==> src/rtl/cfa_raster_streamer_pkg.sv <==
// Shared definitions for the CFA raster streamer: default widths, pad value and
// the frame FSM state encoding.
`timescale 1ns/1ps
package cfa_raster_streamer_pkg;

    localparam int PIX_W_DEF     = 4;
    localparam int PAD_VALUE_DEF = 0;

    typedef enum logic [1:0] {
        ST_IDLE    = 2'd0,
        ST_PAD_TOP = 2'd1,
        ST_BODY    = 2'd2,
        ST_PAD_BOT = 2'd3
    } state_t;

    // Counter width able to hold 0..n-1, never narrower than one bit.
    function automatic int cnt_w(input int n);
        return (n <= 2) ? 1 : $clog2(n);
    endfunction

endpackage

==> src/rtl/cfa_raster_streamer_wrap_counter.sv <==
// Up-counter that returns to zero after its terminal value; wrap flags the
// increment that performs the roll-over so it can gate a higher counter.
`timescale 1ns/1ps
module wrap_counter #(
    parameter int               WIDTH = 4,
    parameter logic [WIDTH-1:0] TERM  = '1
) (
    input  logic             clk,
    input  logic             rst,
    input  logic             inc,
    input  logic             clr,
    output logic [WIDTH-1:0] count,
    output logic             wrap
);

    logic [WIDTH-1:0] r_count;
    logic             w_wrap;

    assign w_wrap = inc && (r_count == TERM);
    assign wrap   = w_wrap;
    assign count  = r_count;

    // NOTE: state registers use non-blocking assignments so every flop samples pre-edge values.
    always_ff @(posedge clk or posedge rst) begin
        if (rst) begin
            r_count <= '0;
        end else if (clr) begin
            r_count <= '0;
        end else if (inc) begin
            r_count <= w_wrap ? '0 : r_count + {{(WIDTH-1){1'b0}}, 1'b1};
        end
    end

endmodule

==> src/rtl/cfa_raster_streamer.sv <==
// Raster streamer for the nx2D window buffer: pulls Bayer pixels over valid/ready
// and emits a registered, pad-ringed frame with sof/eol/eof markers.
`timescale 1ns/1ps
module cfa_raster_streamer
    import cfa_raster_streamer_pkg::*;
#(
    parameter int               PIX_W     = PIX_W_DEF,
    parameter int               IMG_W     = 8,
    parameter int               IMG_H     = 8,
    parameter int               PAD       = 1,
    parameter logic [PIX_W-1:0] PAD_VALUE = PIX_W'(PAD_VALUE_DEF)
) (
    input  logic             clk,
    input  logic             rst,
    input  logic             start,
    input  logic [PIX_W-1:0] src_data,
    input  logic             src_valid,
    output logic             src_ready,
    input  logic             dst_ready,
    output logic [PIX_W-1:0] d_out,
    output logic             en_out,
    output logic             sof,
    output logic             eol,
    output logic             eof,
    output logic             busy
);

    localparam int COLS = IMG_W + 2 * PAD;
    localparam int ROWS = IMG_H + 2 * PAD;
    localparam int CW   = cnt_w(COLS);
    localparam int RW   = cnt_w(ROWS);

    localparam logic [CW-1:0] COL_LAST      = CW'(COLS - 1);
    localparam logic [CW-1:0] COL_ACT_LO    = CW'(PAD);
    localparam logic [CW-1:0] COL_ACT_HI    = CW'(IMG_W + PAD - 1);
    localparam logic [RW-1:0] ROW_LAST      = RW'(ROWS - 1);
    localparam logic [RW-1:0] ROW_TOP_LAST  = RW'(PAD - 1);
    localparam logic [RW-1:0] ROW_BODY_LAST = RW'(IMG_H + PAD - 1);

    state_t           r_state;
    logic             r_busy;
    logic [PIX_W-1:0] r_d;
    logic             r_en;
    logic             r_sof;
    logic             r_eol;
    logic             r_eof;

    logic [CW-1:0]    w_col;
    logic [RW-1:0]    w_row;
    logic             w_col_wrap;
    logic             w_row_wrap;
    logic             w_active;
    logic             w_adv;
    logic             w_clr;

    // Rows are implied by the state, so only the column needs testing for activity.
    assign w_active  = (r_state == ST_BODY) && (w_col >= COL_ACT_LO) && (w_col <= COL_ACT_HI);
    assign w_adv     = (r_state != ST_IDLE) && dst_ready && (!w_active || src_valid);
    assign w_clr     = (r_state == ST_IDLE);
    assign src_ready = w_active && dst_ready;

    wrap_counter #(.WIDTH(CW), .TERM(COL_LAST)) u_col_cnt (
        .clk   (clk),
        .rst   (rst),
        .inc   (w_adv),
        .clr   (w_clr),
        .count (w_col),
        .wrap  (w_col_wrap)
    );

    wrap_counter #(.WIDTH(RW), .TERM(ROW_LAST)) u_row_cnt (
        .clk   (clk),
        .rst   (rst),
        .inc   (w_col_wrap),
        .clr   (w_clr),
        .count (w_row),
        .wrap  (w_row_wrap)
    );

    always_ff @(posedge clk or posedge rst) begin
        if (rst) begin
            r_state <= ST_IDLE;
            r_busy  <= 1'b0;
        end else begin
            case (r_state)
                ST_IDLE:    if (start) r_state <= ST_PAD_TOP;
                ST_PAD_TOP: if (w_col_wrap && (w_row == ROW_TOP_LAST)) r_state <= ST_BODY;
                ST_BODY:    if (w_col_wrap && (w_row == ROW_BODY_LAST)) r_state <= ST_PAD_BOT;
                ST_PAD_BOT: if (w_row_wrap) r_state <= ST_IDLE;
                default:    r_state <= ST_IDLE;
            endcase
            // A start taken in the eof cycle keeps busy asserted for the next frame.
            if ((r_state == ST_IDLE) && start) begin
                r_busy <= 1'b1;
            end else if (r_eof) begin
                r_busy <= 1'b0;
            end
        end
    end

    always_ff @(posedge clk or posedge rst) begin
        if (rst) begin
            r_d   <= '0;
            r_en  <= 1'b0;
            r_sof <= 1'b0;
            r_eol <= 1'b0;
            r_eof <= 1'b0;
        end else begin
            r_en  <= w_adv;
            r_sof <= w_adv && (w_row == '0) && (w_col == '0);
            r_eol <= w_col_wrap;
            r_eof <= w_row_wrap;
            if (w_adv) begin
                r_d <= w_active ? src_data : PAD_VALUE;
            end
        end
    end

    assign d_out  = r_d;
    assign en_out = r_en;
    assign sof    = r_sof;
    assign eol    = r_eol;
    assign eof    = r_eof;
    assign busy   = r_busy;

endmodule

==> config.mk <==
export PLATFORM = sky130hd
export DESIGN_NAME = cfa_raster_streamer
export DESIGN_NICKNAME = d
export VERILOG_FILES = /design/src/rtl/cfa_raster_streamer_pkg.sv /design/src/rtl/cfa_raster_streamer_wrap_counter.sv /design/src/rtl/cfa_raster_streamer.sv
export SDC_FILE = /design/constraint.sdc
export NUM_CORES = 1
export LEC_CHECK = 0
export ABC_AREA = 1
export CAP_MARGIN = 20
export CORE_MARGIN = 8
export CORE_UTILIZATION = 60
export CTS_CLUSTER_SIZE = 10
export DETAILED_ROUTE_END_ITERATION = 12
export DONT_BUFFER_PORTS = 1
export HOLD_SLACK_MARGIN = 0.05
export PLACE_DENSITY = 0.8
export REMOVE_ABC_BUFFERS = 1
export SYNTH_ARGS = -nofsm -noshare
export SYNTH_HDL_FRONTEND = slang
export SYNTH_HIERARCHICAL = 1
export SYNTH_SLANG_ARGS = --single-unit
==> constraint.sdc <==
create_clock -name clk -period 6.2 [get_ports clk]
set_clock_uncertainty 0.15 [all_clocks]
set_input_delay 0.93 -clock clk [delete_from_list [all_inputs] [get_ports clk]]
set_output_delay 0.93 -clock clk [all_outputs]
set_load 0.03 [all_outputs]
==> metrics.txt, run 1 <==
outcome finished, final reports clean; CTS tree done; CP required 5.12 ns; vias in the first global route 903; first-pass GRT wire length 3660 um; dpl cell area 1200 um2; CTS Sinks 19; worst vdd ir 0.216 mV; Slew @ Worst Pin 0.904 ns; Chip Height 60.1 um; Final Util 0.645; RSZ-0062 raised after global routing no; Post-Route WL 2210 um; GP Congestion 0.824; Port Buffer Count 0; P_leak 0.644 nW; GR Overflow Total 0; Final Hold Vio Count 0; DIE AREA 3610 um2; row cnt 16; flops & latches, synth 19; Die Span X 60.1 um; Root Buffer clkbuf_4; Final Cell Area 1230 um2; Post-Syn Area 1170 um2; Clk Latency, worst-skew pair 0.29 ns; fin crit share 0.485; HP Class input pin to async pin; routed wire length per instance 11.9 um; Avg Synthesized Cell Area 7.58 um2; Crit Path Max Fanout 4; minimum clock period 3.01 ns; total CTS buffers 3; CP arrival 1.93 ns; fmax 333 MHz; Setup Viol. Count Final 0; fin worst setup slack 3.19 ns; maximum clock path buffer count 2; Global Route Usage Sum 0.131; largest area contributor in the netlist dfrtp_1; synth unique cells 16; ANT nets after route 0; share of the yosys chip area belonging to registers 0.407; Async SR Flop Fraction 1.00; Vias/cell 5.10; Crit Path Category register to primary output; Post-synth EDFFs 0; WHS 0.252 ns; synthesized instance count 154; Yosys warning count 6; Top-Level Pins 19; share of cells above drive strength 1 0.108; final-stage net count 177; Max Slew Vio Count 0; Hold-fix buffers, CTS 0; CP endpoint kind primary output; P per Cell Area 343 nW/um2; most common cell in the netlist nand2_1; CTS clk-pin slew, worst paths 0.10 ns; # diodes 0; Iteration-0 DRC Markers 26; initial antenna violation count 0; hpwl dp 1800 um; DP Worst Slack 3.38 ns; Core Area 1900 um2; setup TNS 0 ns; P&R area growth vs syn 5.14%; drt first pass iters 4; commonest cells in the netlist 48 x nand2_1, 30 x inv_1, 19 x dfrtp_1; Rel. slew slack 0.393; largest net degree at the start of global routing 12; depth of the CTS H-tree 1; Max Cap Viol 0; Synth top area share 0.407; DRC Markers 0; crit start category register; top_reg_cell synth dfrtp_1; Initial Util 0.614; post-CTS sizing 0; Area contributors post-synth dfrtp_1 41%, nand2_1 15%, ha_1 9.6%, inv_1 9.6%, nand4_1 4.8%; DR vias 943; post-CTS setup buffer count 0
==> registers in the layout, indices dropped and copies added, names as in the netlist <==
| signal | count |
|---|---|
| busy | 1 |
| d_out | 4 |
| en_out | 1 |
| eof | 1 |
| eol | 1 |
| r_state | 2 |
| sof | 1 |
| u_col_cnt/count | 4 |
| u_row_cnt/count | 4 |
==> worst paths after layout <==
kind                                   startpoint                             end  slack [ns]  cells after the start
setup / recovery           r_state[0]$_DFFE_PP0P_                       src_ready        3.19                      4
hold / removal                                rst  u_col_cnt/count[0]$_DFFE_PP0P_        0.25                      1
setup reg to reg           r_state[0]$_DFFE_PP0P_          r_state[1]$_DFFE_PP0P_        3.45                     14
hold reg to reg            r_state[1]$_DFFE_PP0P_          r_state[1]$_DFFE_PP0P_        0.40                      2
max in group asynchronous                     rst                   eol$_DFF_PP0_        5.23                      1
min in group clk           r_state[1]$_DFFE_PP0P_          r_state[1]$_DFFE_PP0P_        0.40                      2
==> metal layers <==
| metal | GRT usage | vias up | share of wire |
|---|---|---|---|
| li1 | - | 481 | - |
| met1 | 0.135 | 446 | 0.42 |
| met2 | 0.250 | 14 | 0.54 |
| met3 | 0.0151 | 2 | 0.029 |
| met4 | 0.0612 | 0 | 0.014 |
| met5 | 0 | - | 0 |
==> cell usage in the layout, fill, tap and decap left out, drive strengths merged <==
master	synthesis	final
nand2	53	53
inv	30	30
dfrtp	19	19
nor2	17	17
nand4	9	9
ha	9	9
nand3	6	6
o21ai	6	6
clkbuf	0	4
a21oi	1	1
a21boi	1	1
or2	1	1
nor4	1	1
nor3	1	1
==> cell type report <==
type | instances | area [um2]
Fill cell | 164 | 674
Multi-Input combinational cell | 105 | 579
Sequential cell | 19 | 475
Inverter | 30 | 113
Tap cell | 27 | 33.8
Clock buffer | 4 | 26.3
==> power by group <==
| part | leakage, nW | total (mW) | switching, mW | internal (mW) |
|---|---|---|---|---|
| Combinational | 0.376 | 0.171 | 0.112 | 0.0594 |
| Sequential | 0.253 | 0.189 | 0.0433 | 0.146 |
| Clock | 0.0150 | 0.0601 | 0.0351 | 0.0250 |
| Total | 0.644 | 0.421 | 0.190 | 0.230 |
==> logic make-up after synthesis <==
logic type / Yosys count / synth area share
buffers and inverters: 30 / 0.0965
adder cells (fa/ha/maj): 9 / 0.0965
flip-flops: 19 / 0.407
AND/OR/NAND/NOR: 88 / 0.363
AO/OA/AOI/OAI: 8 / 0.0364
==> critical path, cell delays in order, from the launching register on <==
cell and delay, ns:
dfrtp_1 0.43, inv_1 0.11, ha_1 0.25, nand2_2 0.10, nor3_1 0.74
==> stage by stage <==
step                power (mW)  instances
floorplan                0.326        154
CTS                      0.425        185
global route             0.459        185
detailed placement       0.364        181
finish                   0.421        185
global placement         0.352        181
Power figures use the tool's default switching activity.
==> run 2: changes to the inputs <==
Clock period 6.2 ns to 3.01 ns, I/O delays scaled along.
==> metrics.txt, run 2 (synthesis results as in run 1) <==
outcome finished, final reports clean; Post-Route WL 2240 um (+1.4%); worst vdd ir 0.468 mV (+120%); Switch Pwr 0.402 mW (+110%); Rel. slew slack 0.728 (+0.336); first-pass GRT wire length 4000 um (+9.3%); Initial Util 0.614 (unchanged); P_int 0.477 mW (+110%); CTS Sinks 19 (unchanged); DIE AREA 3610 um2 (unchanged); Crit Path Category register to register; P_leak 0.656 nW (+1.9%); Core Area 1900 um2 (unchanged); post-CTS setup buffer count 0 (unchanged); total CTS buffers 3 (unchanged); Top-Level Pins 19 (unchanged); final-stage net count 179 (+1.1%); largest net degree at the start of global routing 12 (unchanged); Vias/cell 4.99 (-2.0%); drt first pass iters 4 (unchanged); fmax 362 MHz; dpl cell area 1210 um2 (+0.63%); Crit Path Max Fanout 8 (+4); commonest non-fill, non-tap cell in the layout nand2_1; post-CTS sizing 0 (unchanged); P per Cell Area 705 nW/um2 (+110%); Final Hold Vio Count 0 (unchanged); hold_sp start; initial antenna violation count 0 (unchanged); depth of the CTS H-tree 1 (unchanged); ANT nets after route 0 (unchanged); R2R Path Start r_state[0]$_DFFE_PP0P_; maximum clock path buffer count 2 (unchanged); vias in the first global route 961 (+6.4%); crit start category register; Clk Latency, worst-skew pair 0.29 ns (about the same); R2R setup slack 0.25 ns (-3.20 ns); Root Buffer clkbuf_4; Max Slew Vio Count 0 (unchanged); Port Buffer Count 0 (unchanged); Hold Path Depth 2; CP max stage cell dfrtp_1; Max Cap Viol 0 (unchanged); GP Congestion 0.866 (+5.0%); CTS tree done; CP Cell Sequence inv_1 > ha_1 > nor2_1 > nand2_2 > inv_1 > nand2_1 > nor2_4 > nand2_1 > nor2_4 > o21ai_0 > inv_1 > nand3_1 > nand2_1 > nand2_1; Worst R2R Path Depth 14 (unchanged); Iteration-0 DRC Markers 37 (+42%); P&R area growth vs syn 6.75%; Comb power frac 0.413 (+0.006); Die Span X 60.1 um (unchanged); HP Class input pin to register; CP required 3.06 ns (-2.06 ns); routed wire length per instance 12.0 um (+0.32%); hpwl dp 1820 um (+1.1%); Seq pwr share 0.442 (-0.008); switch share 0.457 (+0.00526); CP arrival 2.81 ns (+0.88 ns); most frequent cells in the layout 48 x nand2_1, 30 x inv_1, 19 x dfrtp_1; Global Route Usage Sum 0.144 (+0.0137); RSZ-0062 raised after global routing no; row cnt 16 (unchanged); CTS clk-pin slew, worst paths 0.11 ns (about the same); fin crit share 0.917; CP endpoint kind register; Slew @ Worst Pin 0.407 ns (-0.497 ns); CP Launch Point r_state[0]$_DFFE_PP0P_; setup TNS 0 ns (unchanged); Clock Power Share 0.145 (+0.002); CP max stage delay 0.41 ns (-0.33 ns); Hold-fix buffers, CTS 1 (+1); share of cells above drive strength 1 0.119 (+0.0112); DRC Markers 0 (unchanged); most used cell along the critical path nand2_1; DR vias 934 (-0.95%); Setup Viol. Count Final 0 (unchanged); GR Overflow Total 0 (unchanged); minimum clock period 2.76 ns; Final Cell Area 1250 um2 (+1.5%); # diodes 0 (unchanged); Chip Height 60.1 um (unchanged)
## run 2: cell count changes in the layout (fill, tap and decap cells not counted)
cell and delta:
buf_4 +1, clkbuf_1 -1, clkinv_2 +1, dlygate4sd3_1 +1
## run 2: metrics by stage
stage | util | worst slack [ns] | total power, mW | std cells | hold slack, ns
floorplan | - | 0.595 | 0.671 | 154 | 0.0676
global placement | 0.636 | 0.433 | 0.734 | 182 | 0.0835
detailed placement | 0.636 | 0.286 | 0.754 | 182 | 0.0870
CTS | 0.655 | 0.256 | 0.887 | 187 | 0.123
global route | 0.655 | 0.00505 | 0.963 | 187 | 0.121
finish | 0.655 | 0.249 | 0.878 | 187 | 0.136
## run 2: power by group through the flow
stage | logic (mW) | clock network, mW | registers (mW)
floorplan | 0.290 | 0 | 0.381
global placement | 0.342 | 0 | 0.392
detailed placement | 0.360 | 0 | 0.394
CTS | 0.363 | 0.134 | 0.389
global route | 0.421 | 0.147 | 0.395
finish | 0.363 | 0.127 | 0.388
## run 2: final timing paths
check	to
hold reg to reg	r_state[0]$_DFFE_PP0P_
setup reg to reg	r_state[0]$_DFFE_PP0P_
min in group asynchronous	u_col_cnt/count[1]$_DFFE_PP0P_
hold / removal	busy$_DFFE_PP0P_
setup / recovery	r_state[0]$_DFFE_PP0P_
max in group asynchronous	eol$_DFF_PP0_
## run 2: routing by layer
layer / GRT usage / vias to the layer above / share of wire
li1: - / 483 / -
met2: 0.255 / 14 / 0.56
met3: 0.0172 / 4 / 0.021
met5: 0 / - / 0
met1: 0.162 / 433 / 0.40
met4: 0.0816 / 0 / 0.019
## run 2: critical path: cells and delay by family (launching register included)
kind / cells / cell delay, ns
DFF: 1 / 0.41
and+or+nand+nor: 9 / 1.33
AOI/OAI and AO/OA: 1 / 0.10
adders and majority gates: 1 / 0.32
buffers and inverters: 3 / 0.34
## run 2: layout make-up
class | instances | area, um2
clock buffers | 3 | 22.5
clock inverters | 1 | 5.00
fillers | 178 | 656
inverters | 30 | 113
multi-input cells | 105 | 579
flip-flops and latches | 19 | 475
well taps | 27 | 33.8
repair buffers | 2 | 17.5
